--- src/rtl/axis_32to64_if.sv ---
// AXI-Stream bundle used on both sides of the 32-to-64 packer.
interface axis_32to64_if #(
  parameter int DW = 32,
  parameter int KW = 4
) ();
  logic [DW-1:0] tdata;
  logic [KW-1:0] tkeep;
  logic          tvalid;
  logic          tlast;
  logic          tready;

  modport master (output tdata, output tkeep, output tvalid, output tlast, input tready);
  modport slave  (input tdata, input tkeep, input tvalid, input tlast, output tready);
endinterface

--- src/rtl/axis_32to64.sv ---
// Packs 32-bit AXI-Stream words into 64-bit words, measures frame byte
// counts and flags illegal tkeep patterns. One holding register for the
// high half, one output register; no FIFO.
//
// state      | meaning
// LOW_EMPTY  | no high half held; next word starts a 64-bit output word
// HIGH_HELD  | high half captured, waiting for its low-half partner
module axis_32to64 #(
  parameter int LEN_W = 16
) (
  input  logic             clk,
  input  logic             reset,
  axis_32to64_if.slave     s_axis,
  axis_32to64_if.master    m_axis,
  output logic [LEN_W-1:0] frame_len,
  output logic             frame_len_valid,
  output logic             err_keep
);

  typedef enum logic {LOW_EMPTY, HIGH_HELD} state_t;

  state_t            state_q, state_d;
  logic [31:0]       held_data_q, held_data_d;
  logic [3:0]        held_keep_q, held_keep_d;
  logic [63:0]       m_data_q, m_data_d;
  logic [7:0]        m_keep_q, m_keep_d;
  logic              m_valid_q, m_valid_d;
  logic              m_last_q, m_last_d;
  logic [LEN_W-1:0]  cnt_q, cnt_d;
  logic [LEN_W-1:0]  frame_len_q, frame_len_d;
  logic              frame_len_valid_q, frame_len_valid_d;
  logic              err_keep_q, err_keep_d;

  logic              s_ready;
  logic              accept;
  logic [2:0]        pop;
  logic [LEN_W:0]    sum_wide;
  logic [LEN_W-1:0]  cnt_sat;
  logic              keep_legal;

  // Ready only depends on the output register being free or draining.
  assign s_ready = ~m_valid_q | m_axis.tready;
  assign accept  = s_axis.tvalid & s_ready;

  // Byte count of the incoming word and the saturating running total.
  always_comb begin
    pop = 3'd0;
    for (int i = 0; i < 4; i++) begin
      pop = pop + {2'b00, s_axis.tkeep[i]};
    end
    sum_wide = {1'b0, cnt_q} + (LEN_W+1)'(pop);
    cnt_sat  = sum_wide[LEN_W] ? '1 : sum_wide[LEN_W-1:0];
    keep_legal = (s_axis.tkeep == 4'b1111) ||
                 (s_axis.tlast && ((s_axis.tkeep == 4'b0001) ||
                                   (s_axis.tkeep == 4'b0011) ||
                                   (s_axis.tkeep == 4'b0111)));
  end

  // Next-state, packing and frame accounting.
  always_comb begin
    state_d           = state_q;
    held_data_d       = held_data_q;
    held_keep_d       = held_keep_q;
    m_data_d          = m_data_q;
    m_keep_d          = m_keep_q;
    m_last_d          = m_last_q;
    m_valid_d         = m_valid_q;
    cnt_d             = cnt_q;
    frame_len_d       = frame_len_q;
    frame_len_valid_d = 1'b0;
    err_keep_d        = 1'b0;

    if (m_valid_q && m_axis.tready) begin
      m_valid_d = 1'b0;
    end

    if (accept) begin
      err_keep_d = ~keep_legal;
      case (state_q)
        LOW_EMPTY: begin
          if (s_axis.tlast) begin
            m_data_d  = {s_axis.tdata, 32'h0};
            m_keep_d  = {s_axis.tkeep, 4'b0000};
            m_last_d  = 1'b1;
            m_valid_d = 1'b1;
          end else begin
            held_data_d = s_axis.tdata;
            held_keep_d = s_axis.tkeep;
            state_d     = HIGH_HELD;
          end
        end
        HIGH_HELD: begin
          m_data_d  = {held_data_q, s_axis.tdata};
          m_keep_d  = {held_keep_q, s_axis.tkeep};
          m_last_d  = s_axis.tlast;
          m_valid_d = 1'b1;
          state_d   = LOW_EMPTY;
        end
        default: state_d = LOW_EMPTY;
      endcase

      if (s_axis.tlast) begin
        frame_len_d       = cnt_sat;
        frame_len_valid_d = 1'b1;
        cnt_d             = '0;
      end else begin
        cnt_d = cnt_sat;
      end
    end
  end

  // State and datapath registers.
  always_ff @(posedge clk or posedge reset) begin
    if (reset) begin
      state_q           <= LOW_EMPTY;
      held_data_q       <= '0;
      held_keep_q       <= '0;
      m_data_q          <= '0;
      m_keep_q          <= '0;
      m_last_q          <= 1'b0;
      m_valid_q         <= 1'b0;
      cnt_q             <= '0;
      frame_len_q       <= '0;
      frame_len_valid_q <= 1'b0;
      err_keep_q        <= 1'b0;
    end else begin
      state_q           <= state_d;
      held_data_q       <= held_data_d;
      held_keep_q       <= held_keep_d;
      m_data_q          <= m_data_d;
      m_keep_q          <= m_keep_d;
      m_last_q          <= m_last_d;
      m_valid_q         <= m_valid_d;
      cnt_q             <= cnt_d;
      frame_len_q       <= frame_len_d;
      frame_len_valid_q <= frame_len_valid_d;
      err_keep_q        <= err_keep_d;
    end
  end

  assign s_axis.tready   = s_ready;
  assign m_axis.tdata    = m_data_q;
  assign m_axis.tkeep    = m_keep_q;
  assign m_axis.tvalid   = m_valid_q;
  assign m_axis.tlast    = m_last_q;
  assign frame_len       = frame_len_q;
  assign frame_len_valid = frame_len_valid_q;
  assign err_keep        = err_keep_q;

endmodule

--- src/flat_wrapper.sv ---
// flat-port wrapper written by rule: the top's interface ports become plain ports
module axis_32to64_flat 
#(
  parameter int LEN_W = 16
)
  (clk, reset, frame_len, frame_len_valid, err_keep, s_axis_tdata, s_axis_tkeep, s_axis_tvalid, s_axis_tlast, s_axis_tready, m_axis_tdata, m_axis_tkeep, m_axis_tvalid, m_axis_tlast, m_axis_tready);
  axis_32to64_if #(.DW(32), .KW(4)) s_axis_i ();
  axis_32to64_if #(.DW(64), .KW(8)) m_axis_i ();
  input  logic clk;
  input  logic reset;
  output logic [LEN_W-1:0] frame_len;
  output logic frame_len_valid;
  output logic err_keep;
  input wire logic [$bits(s_axis_i.tdata)-1:0] s_axis_tdata;
  input wire logic [$bits(s_axis_i.tkeep)-1:0] s_axis_tkeep;
  input wire logic [$bits(s_axis_i.tvalid)-1:0] s_axis_tvalid;
  input wire logic [$bits(s_axis_i.tlast)-1:0] s_axis_tlast;
  output wire logic [$bits(s_axis_i.tready)-1:0] s_axis_tready;
  output wire logic [$bits(m_axis_i.tdata)-1:0] m_axis_tdata;
  output wire logic [$bits(m_axis_i.tkeep)-1:0] m_axis_tkeep;
  output wire logic [$bits(m_axis_i.tvalid)-1:0] m_axis_tvalid;
  output wire logic [$bits(m_axis_i.tlast)-1:0] m_axis_tlast;
  input wire logic [$bits(m_axis_i.tready)-1:0] m_axis_tready;
  assign s_axis_i.tdata = s_axis_tdata;
  assign s_axis_i.tkeep = s_axis_tkeep;
  assign s_axis_i.tvalid = s_axis_tvalid;
  assign s_axis_i.tlast = s_axis_tlast;
  assign s_axis_tready = s_axis_i.tready;
  assign m_axis_tdata = m_axis_i.tdata;
  assign m_axis_tkeep = m_axis_i.tkeep;
  assign m_axis_tvalid = m_axis_i.tvalid;
  assign m_axis_tlast = m_axis_i.tlast;
  assign m_axis_i.tready = m_axis_tready;
  axis_32to64 #(.LEN_W(LEN_W)) u_core (.clk(clk), .reset(reset), .s_axis(s_axis_i), .m_axis(m_axis_i), .frame_len(frame_len), .frame_len_valid(frame_len_valid), .err_keep(err_keep));
endmodule
--- config.mk ---
export PLATFORM = sky130hd
export DESIGN_NAME = axis_32to64_flat
export DESIGN_NICKNAME = d
export VERILOG_FILES = /design/src/rtl/axis_32to64_if.sv /design/src/rtl/axis_32to64.sv /design/src/flat_wrapper.sv
export SDC_FILE = /design/constraint.sdc
export NUM_CORES = 1
export LEC_CHECK = 0
export BUFFER_PORTS_ARGS = -buffer_cell sky130_fd_sc_hd__buf_2
export CORE_ASPECT_RATIO = 1.75
export CORE_MARGIN = 5
export CORE_UTILIZATION = 61
export CTS_BUF_LIST = sky130_fd_sc_hd__clkbuf_8
export CTS_CLUSTER_DIAMETER = 80
export DETAILED_ROUTE_END_ITERATION = 6
export PLACE_DENSITY = 0.88
export SYNTH_ARGS = -nofsm -noshare
export SYNTH_HDL_FRONTEND = slang
export SYNTH_SLANG_ARGS = --single-unit
--- constraint.sdc ---
create_clock -name clk -period 14.6 [get_ports clk]
set_input_delay 2.19 -clock clk [delete_from_list [all_inputs] [get_ports clk]]
set_output_delay 2.19 -clock clk [all_outputs]
set_load 0.02 [all_outputs]
# After elaboration in Yosys (flattened, before gate mapping)
# Index checks and enable logic that the tools add are counted.
dict set report op_classes {
  n_addsub 4
  eq_ne 5
  muxes 17
  bitwise_logic 6
  n_reduce_logical 8
}
# op n
set op_table {}
lappend op_table {{case mux 64 bit (2 select lines)} 1}
lappend op_table {{2-to-1 mux 64 bit} 1}
lappend op_table {{2-to-1 mux 16 bit} 2}
lappend op_table {{adder 16 x 3 -> 17 bit} 1}
lappend op_table {{case mux 8 bit (2 select lines)} 1}
lappend op_table {{2-to-1 mux 1 bit} 8}
lappend op_table {{2-to-1 mux 8 bit} 1}
lappend op_table {{adder 3 x 1 -> 3 bit} 2}
lappend op_table {{case mux 1 bit (2 select lines)} 3}
lappend op_table {{== test 4 x 1 -> 1 bit, second input constant} 1}
lappend op_table {{== test 4 x 2 -> 1 bit, second input constant} 1}
lappend op_table {{== test 4 x 3 -> 1 bit, second input constant} 1}
lappend op_table {{== test 4 bit, second input constant} 1}
lappend op_table {{NOT 1 bit} 4}
lappend op_table {{AND reduction 2 bit} 2}
lappend op_table {{logical OR 1 bit} 3}
lappend op_table {{AND reduction 3 bit} 1}
lappend op_table {{adder 1 x 1 -> 2 bit} 1}
lappend op_table {{logical AND 1 bit} 2}
lappend op_table {{inequality test 2 bit, second input constant} 1}
lappend op_table {{bitwise AND 1 bit} 1}
lappend op_table {{bitwise OR 1 bit} 1}
dict set report word_totals {
  register_bits 145
  input_bits 41
  out_inout_bits 93
  wordCells 51
}

# Longest topological paths before layout
# Gate-level depths: netlist of the first run.
dict set report logic_depth {
  depth_word 7
  mapped_depth 13
}

# Least setup slack after synthesis of the first run
# No wires, ideal clock.
dict set report synth_timing {
  path_kind {input -> register}
  start {input port s_axis_tkeep[1]}
  end {register u_core.cnt_q[8]}
  t_arrival_ns 4.900
  required_ns 14.527
  path_slack_ns 9.627
  cell_stages 13
  path_buffers 1
  cell_sequence {inv_1 > ha_1 > fa_1 > inv_1 > ha_1 > inv_1 > fa_1 > and2b_1 > o2111ai_1 > or3_4 > buf_6 > a31o_2 > a21oi_2}
}
dict set report synth_between {
  elab_chain_len 6
}
# element line_no
set synth_rtl {}
lappend synth_rtl {{start, declared} flat_wrapper.sv:15} ;# input wire logic [$bits(s_axis_i.tkeep)-1:0] s_axis_tkeep;
lappend synth_rtl {{adder 1 x 1 -> 2 bit} axis_32to64.sv:49} ;# pop = pop + {2'b00, s_axis.tkeep[i]};
lappend synth_rtl {{adder 3 x 1 -> 3 bit (2 in series)} axis_32to64.sv:49}
lappend synth_rtl {{adder 16 x 3 -> 17 bit} axis_32to64.sv:51} ;# sum_wide = {1'b0, cnt_q} + (LEN_W+1)'(pop);
lappend synth_rtl {{2-to-1 mux 16 bit} axis_32to64.sv:52} ;# cnt_sat = sum_wide[LEN_W] ? '1 : sum_wide[LEN_W-1:0];
lappend synth_rtl {{2-to-1 mux 16 bit} axis_32to64.sv:102} ;# if (s_axis.tlast) begin
lappend synth_rtl {{end signal, assigned} axis_32to64.sv:134} ;# cnt_q <= cnt_d;
lappend synth_rtl {{end, declared} axis_32to64.sv:29} ;# logic [LEN_W-1:0] cnt_q, cnt_d;
# No other way between the ends.
# A chain may end at the register's enable or synchronous reset.

# Worst setup path after layout of the first run
dict set report layout_timing {
  start {input port s_axis_tkeep[1]}
  end {register u_core.cnt_q[9]}
}
# The elaborated chain is that of the path after synthesis.

==> out/metrics.cfg, run 1 <==
[run_status]
status = complete, no violations

[synthesis]
synth-edff-count = 0
synth_compound_area_frac = 0.146
yosys_register_bits = 145
synthSimpleGateAreaFrac = 0.0754
synthArstFlopShare = 1.00
synth_fa_ha_area_frac = 0.0187
synth_ff_type = dfrtp_1
synth_mux_area_frac = 0.124
netlist_area_sq_mm = 0.00617
synth_top_family_by_area = compound AO/OA/AOI/OAI gates
synth.avg_cell_area_sq_um = 11.9
synth_xor_area_frac = 0.0170
yosysUniqueCellTypes = 48
synth_cells = 517
ys_warn_count = 0
yosysSeqAreaShare = 0.588
synth_nets = 566

[sta]
grt_setup_unrepaired = false
setup_viol = 0
tns_ns = 0
fin_crit_sh = 0.338
min_period_ns = 4.93
hold_viol = 0
skew_ns = 0.0106
worst_pin_slew_ns = 1.15
fmax_mhz = 203
slew_headroom = 0.236
drv_slew = 0

[floorplan]
die_y_um = 143
io_pins = 134
rows = 48
dieArea_sq_mm = 0.0123
core_area_sq_mm = 0.00991
die_w_um = 86.0
start_util = 0.623

[global_routing]
antenna_found_initial = 0
grtUsageTotal = 0.251
grt_start_max_net_pins = 108
grt_overflow_total = 0
grt_pass1_wl_um = 24000
grt_pass1_vias = 4928

[pwr]
p_comb_frac = 0.290
power_leakage_nw = 3.59
ir_drop_mv = 0.0890
p_seq_frac = 0.456
powerDensity_mw_per_mm2 = 177
p_sw_frac = 0.343
total_power_mw = 1.29
intPower_mw = 0.848
switching_power_mw = 0.443
p_clk_frac = 0.255

[detailed_routing]
avgRoutedWirePerCell_um = 18.9
drt-vias-per-instance = 5.95
drt_iter0_markers = 335
antenna_left = 0
first_pass_iters = 5
vias = 4621
routed_wl_um = 14700
drc = 0

[critical_path]
cp-end-kind = flop
cp_common_cell = inv_1
cp.arrival_ns = 5.29
cp_slowest_cell = or3_4
crit_path_max_fanout = 22
worstSetupPathType = input pin to flop
cpPeakStageDelay_ns = 0.58
crit_chain = buf_2, inv_1, ha_1, fa_1, inv_1, ha_1, inv_1, fa_1, and2b_1, o2111ai_1, or3_4, a31o_2, a21oi_1
cp-start-kind = input pin
required_ns = 14.95

[final_layout]
layout-drive-gt1-share = 0.326
antenna_cells = 0
design_area_sq_mm = 0.00730
final_common_cell = dfrtp_1
nets = 687
final-seq-area_sq_mm = 0.00363
num-fill-cells = 672
area_growth_pct = 18.3
multi_input_area_sq_mm = 0.00235
final_cells = 776
layout_common_cells = dfrtp_1, buf_2, nand2_1, o21ai_0, mux2i_1
finish.utilization = 0.737

[hold_path]
hold_class = flop to flop

[run]
maxCapViolCount = 0

[cts]
clockBufferDepth = 2
tritoncts = done
cts_max_level = 4
cts_buffers = 17
path_clk_slew_ns = 0.08
cts-root-buf = clkbuf_8
cts_resized = 0
hold_buffers = 0
clock_sinks = 145
clock_latency_ns = 0.44
postCtsSetupBuffers = 0

[placed_design]
placed_cell_area_sq_mm = 0.00688
hpwl_um = 10100
gp_congestion = 0.852
numPortBuffers = 133
dp.cells = 744

## stage by stage
step / hold slack [ns] / worst slack [ns]
4_1_cts: 0.483 / 9.70
3_5_place_dp: 0.466 / 9.23
5_1_grt: 0.509 / 9.50
3_3_place_gp: 0.459 / 9.38
6_report: 0.478 / 9.67
2_1_floorplan: 0.450 / 8.52
## synth_stat cells, drive strengths merged (5+ instances only)
cell type | count | area share
a31o | 5 | 0.0071
ha | 6 | 0.012
clkbuf | 20 | 0.012
mux2i | 38 | 0.062
a21oi | 16 | 0.014
xnor2 | 10 | 0.014
inv | 13 | 0.0079
mux2 | 34 | 0.062
nor2 | 23 | 0.014
dfrtp | 145 | 0.59
nand2 | 53 | 0.032
o21ai | 48 | 0.039
a22o | 37 | 0.053
buf | 14 | 0.012
a31oi | 14 | 0.014
## cell families (layout without fill, tap and decap cells)
kind of cell / count (synthesis) / count (layout)
DFF: 145 / 145
muxes: 72 / 72
AOI/OAI and AO/OA: 134 / 134
xor gates and xnor gates: 12 / 12
adders and majority gates: 8 / 8
buffers and inverters: 47 / 181
and+or+nand+nor: 99 / 99
## flip-flops by register name (all words and copies together), names as in the netlist
signal and flops:
u_core.m_axis.tdata 64, u_core.state_q 1, u_core.frame_len 16, u_core.held_data_q 32, u_core.cnt_q 16, u_core.held_keep_q 4
u_core.frame_len_valid 1, u_core.m_axis.tlast 1, u_core.err_keep 1, u_core.m_axis.tkeep 8, u_core.m_axis.tvalid 1
## path summary, 6_finish.rpt
kind	from	endpoint	slack (ns)	depth (start not counted)
setup / recovery	s_axis_tkeep[1]	u_core.cnt_q[9]	9.67	13
hold / removal	u_core.m_axis.tdata[45]	u_core.m_axis.tdata[45]	0.48	2
setup reg to reg	u_core.m_axis.tvalid	u_core.m_axis.tdata[55]	11.78	6
hold reg to reg	u_core.m_axis.tdata[45]	u_core.m_axis.tdata[45]	0.48	2
max in group asynchronous	reset	u_core.m_axis.tdata[34]	11.37	3
min in group asynchronous	reset	u_core.frame_len[0]	1.83	2
## worst max-delay path, delay by kind of cell
kind,cells,cell delay (ns)
adder cells (fa/ha/maj),4,1.34
AND/OR/NAND/NOR,2,0.84
AO/OA/AOI/OAI,3,0.61
buffers and inverters,4,0.30
## layout make-up
| cell class | count | share of cell area |
|---|---|---|
| clock buffer | 18 | 0.0339 |
| clock inverter | 14 | 0.0238 |
| inverter | 13 | 0.00737 |
| multi-input combinational | 325 | 0.322 |
| sequential | 145 | 0.497 |
| tap | 125 | 0.0214 |
| timing repair buffer | 136 | 0.0942 |
## power by group through the flow
| stage | logic (mW) | registers, mW | clock network, mW |
|---|---|---|---|
| detailed placement | 0.375 | 0.591 | 0 |
| finish | 0.374 | 0.588 | 0.329 |
| CTS | 0.379 | 0.587 | 0.335 |
| floorplan | 0.165 | 0.662 | 0 |
| global route | 0.408 | 0.600 | 0.353 |
| global placement | 0.361 | 0.584 | 0 |
## layer usage
| layer | GRT usage | share of wire | vias up |
|---|---|---|---|
| met3 | 0.0635 | 0.062 | 48 |
| met2 | 0.436 | 0.53 | 191 |
| met1 | 0.283 | 0.37 | 2298 |
| met5 | 0 | 0 | - |
| li1 | - | - | 2084 |
| met4 | 0.123 | 0.038 | 0 |
(Power assumes the default switching activity.)
==> run 2: changes to the inputs <==
Settings changed: CORE_UTILIZATION 61 to 51, PLACE_DENSITY 0.88 to 0.79.
Clock period 14.6 ns to 4.19 ns, I/O delays scaled along.
==> out/metrics.cfg, run 2 (synthesis gave the netlist of run 1 again) <==
[placed_design]
dp.cells = 758
gp_congestion = 0.828
hpwl_um = 9910
numPortBuffers = 133

[final_layout]
multi_input_area_sq_mm = 0.00235
final-seq-area_sq_mm = 0.00363
layout-drive-gt1-share = 0.334
final_cells = 789
largest_register_ffs = 64
nets = 689
area_growth_pct = 19.9
antenna_cells = 0
final_common_cell = dfrtp_1
layout_common_cells = dfrtp_1, buf_2, nand2_1, o21ai_0, mux2i_1
num-fill-cells = 975

[global_routing]
grt_pass1_wl_um = 23300
antenna_found_initial = 0
grt_pass1_vias = 4765
grt_start_max_net_pins = 110
grt_overflow_total = 0
grtUsageTotal = 0.202

[hold_path]
hold_class = input pin to asynchronous set/reset pin

[critical_path]
cp.arrival_ns = 3.71
required_ns = 4.54
r2r_cells = 8
r2r-start = u_core.cnt_q[0]
worstSetupPathType = input pin to flop
path_buf_inv = 4
crit_chain = buf_2, inv_1, ha_1, fa_1, inv_1, ha_1, inv_1, fa_1, and2b_1, o2111ai_1, or3_4, a31o_2, a21oi_1
cp-start-kind = input pin
crit_path_max_fanout = 22
cp_common_cell = inv_1
cpLargestDelayFamily = adder cells
cp_slowest_cell = or3_4
cpPeakStageDelay_ns = 0.58
r2r_end = u_core.cnt_q[9]
cp-end-kind = flop
rrSetupSlack_ns = 1.64

[detailed_routing]
routed_wl_um = 14100
met2_length_um = 7690
wl_met3_um = 606
avgRoutedWirePerCell_um = 17.9
vias = 4522
antenna_left = 0
drt-vias-per-instance = 5.73
drt_iter0_markers = 216
drc = 0
wirelength_met1_um = 5550
first_pass_iters = 4
top_layer = met4

[sta]
min_period_ns = 3.36
grt_setup_unrepaired = false
hold_viol = 0
setup_viol = 0
slew_headroom = 0.393
drv_slew = 0
fmax_mhz = 298
skew_ns = 0.0117
fin_crit_sh = 0.802
tns_ns = 0
worst_pin_slew_ns = 0.910

[pwr]
power_leakage_nw = 3.61
powerDensity_mw_per_mm2 = 620
total_power_mw = 4.59
ir_drop_mv = 0.304

[cts]
hold_buffers = 0
cts_buffers = 17
clock_sinks = 145
clockBufferDepth = 2
path_clk_slew_ns = 0.09
clock_latency_ns = 0.43
cts_resized = 0
cts-root-buf = clkbuf_8
cts_max_level = 4
tritoncts = done
postCtsSetupBuffers = 0

[floorplan]
die_w_um = 93.2
die_y_um = 156
start_util = 0.517
rows = 53
io_pins = 134
core_area_sq_mm = 0.0119
dieArea_sq_mm = 0.0145

[run_status]
status = complete, no violations

[run]
maxCapViolCount = 0

## run 2: how the worst max path moves through the flow
stage | slack [ns] | depth (start not counted) | start | endpoint
final | 0.83 | 13 | s_axis_tkeep[1] | u_core.cnt_q[9]
after global routing | 0.64 | 13 | s_axis_tkeep[1] | u_core.cnt_q[8]
after CTS | 0.85 | 13 | s_axis_tkeep[1] | u_core.cnt_q[9]
after detailed placement | 0.42 | 13 | s_axis_tkeep[1] | u_core.cnt_q[9]
after global placement | 0.50 | 13 | s_axis_tkeep[1] | u_core.cnt_q[15]
after floorplan | 0.78 | 13 | s_axis_tkeep[1] | u_core.cnt_q[8]
## run 2: power breakdown
part | internal [mW] | leakage, nW | switching [mW] | total, mW
clock network | 0.719 | 0.229 | 0.545 | 1.26
logic | 0.516 | 1.56 | 0.801 | 1.32
registers | 1.79 | 1.82 | 0.221 | 2.01
total | 3.02 | 3.61 | 1.57 | 4.59
## run 2: routing by layer
metal,vias up,GRT usage
met4,0,0.0804
met2,142,0.360
met5,-,0
li1,2099,-
met1,2265,0.237
met3,16,0.0377
## run 2: layout make-up
cell class | count | area share
inverter | 13 | 0.00710
timing repair buffer | 138 | 0.0984
tap | 137 | 0.0232
multi-input combinational | 325 | 0.318
clock buffer | 17 | 0.0316
sequential | 145 | 0.490
clock inverter | 14 | 0.0311
## run 2: per-stage QoR
step | hold slack, ns | instance area [sq um] | setup WS [ns] | util
finish | 0.245 | 7400 | 0.830 | 0.620
global route | 0.273 | 7400 | 0.639 | 0.620
CTS | 0.243 | 7400 | 0.854 | 0.620
detailed placement | 0.465 | 6940 | 0.417 | 0.581
global placement | 0.462 | 6940 | 0.502 | 0.581
floorplan | 0.450 | 6170 | 0.778 | -
==> run 3: changes to the inputs <==
Settings changed: CORE_UTILIZATION 51 to 56, PLACE_DENSITY 0.79 to 0.82.
Clock period 4.19 ns to 3.4 ns, I/O delays scaled along.
==> out/metrics.cfg, run 3 (synthesis gave the netlist of run 1 again) <==
[run_status]
status = complete, no violations

[critical_path]
cp-end-kind = flop
required_ns = 3.75
cpPeakStageDelay_ns = 0.51
cpLargestDelayFamily = adder cells
crit_chain = buf_2, inv_1, ha_1, fa_1, inv_1, ha_1, inv_1, fa_1, and2b_1, o2111ai_1, or3_4, a31o_2, a21oi_1
worstSetupPathType = input pin to flop
cp-start-kind = input pin
cp.arrival_ns = 3.37
cp_slowest_cell = or3_4
cp_common_cell = inv_1
path_buf_inv = 4
crit_path_max_fanout = 12

[final_layout]
design_area_sq_mm = 0.00738
largest_register_ffs = 64
final_common_cell = dfrtp_1
nets = 701
layout-drive-gt1-share = 0.344
finish.utilization = 0.686
antenna_cells = 0
area_growth_pct = 19.6
layout_common_cells = dfrtp_1, buf_2, nand2_1, o21ai_0, mux2i_1

[placed_design]
numPortBuffers = 133
placed_cell_area_sq_mm = 0.00702
gp_congestion = 0.847
hpwl_um = 10400

[floorplan]
die_w_um = 89.4
rows = 50
die_y_um = 149
dieArea_sq_mm = 0.0133
start_util = 0.573
core_area_sq_mm = 0.0108
io_pins = 134

[sta]
fin_crit_sh = 0.887
slew_headroom = 0.404
tns_ns = 0
hold_viol = 0
min_period_ns = 3.02
fmax_mhz = 331
grt_setup_unrepaired = false
setup_viol = 0
worst_pin_slew_ns = 0.895
drv_slew = 0
skew_ns = 0.0143

[detailed_routing]
drt_iter0_markers = 210
first_pass_iters = 4
vias = 4591
avgRoutedWirePerCell_um = 18.3
antenna_left = 0
drc = 0
routed_wl_um = 14500
drt-vias-per-instance = 5.77

[global_routing]
grt_pass1_wl_um = 23300
grt_start_max_net_pins = 50
antenna_found_initial = 0
grtUsageTotal = 0.228
grt_pass1_vias = 4738
grt_overflow_total = 0

[cts]
cts-root-buf = clkbuf_8
clockBufferDepth = 2
path_clk_slew_ns = 0.08
clock_latency_ns = 0.44
postCtsSetupBuffers = 0
cts_resized = 0
cts_buffers = 17
clock_sinks = 145
hold_buffers = 0
cts_max_level = 4
tritoncts = done

[pwr]
power_leakage_nw = 3.63
powerDensity_mw_per_mm2 = 728
ir_drop_mv = 0.447

[hold_path]
hold_class = input pin to asynchronous set/reset pin

[run]
maxCapViolCount = 0

[run 3: metal layers]
metal  up-vias  routed length (um)  track usage
li1       2117                   -            -
met1      2293                5420        0.262
met2       152                7970        0.402
met3        29                 758       0.0547
met4         0                 396       0.0849
met5         -                   0            0
[run 3: final cells by class]
cell class | count | area [sq um]
Tap cell | 130 | 163
Clock inverter | 14 | 116
Sequential cell | 145 | 3630
Fill cell | 825 | 3380
Clock buffer | 18 | 248
Multi-Input combinational cell | 325 | 2350
Timing Repair Buffer | 150 | 818
Inverter | 13 | 52.6
[run 3: power by group]
group          internal [mW]  switching, mW
clock                  0.592          0.650
combinational          0.651           1.01
sequential              2.20          0.270
[run 3: path summary, 6_finish.rpt]
path | from | to | slack, ns | cells after the start
max | s_axis_tkeep[1] | u_core.cnt_q[15] | 0.38 | 13
min | reset | u_core.cnt_q[2] | 0.07 | 2
max reg2reg | u_core.m_axis.tvalid | u_core.held_data_q[7] | 0.95 | 4
min reg2reg | u_core.m_axis.tdata[41] | u_core.m_axis.tdata[41] | 0.48 | 2
max in group asynchronous | reset | u_core.held_data_q[11] | 2.40 | 3
min in group clk | s_axis_tdata[15] | u_core.m_axis.tdata[15] | 0.33 | 2
[run 3: per-stage QoR]
stage | hold WS (ns) | instances | power, mW | worst slack [ns]
6_report | 0.0720 | 795 | 5.37 | 0.383
5_1_grt | 0.0840 | 795 | 5.67 | 0.227
4_1_cts | 0.0673 | 795 | 5.42 | 0.403
3_5_place_dp | 0.469 | 763 | 4.18 | -0.0360
3_3_place_gp | 0.460 | 763 | 4.09 | 0.0398
2_1_floorplan | 0.450 | 517 | 3.55 | 0.107
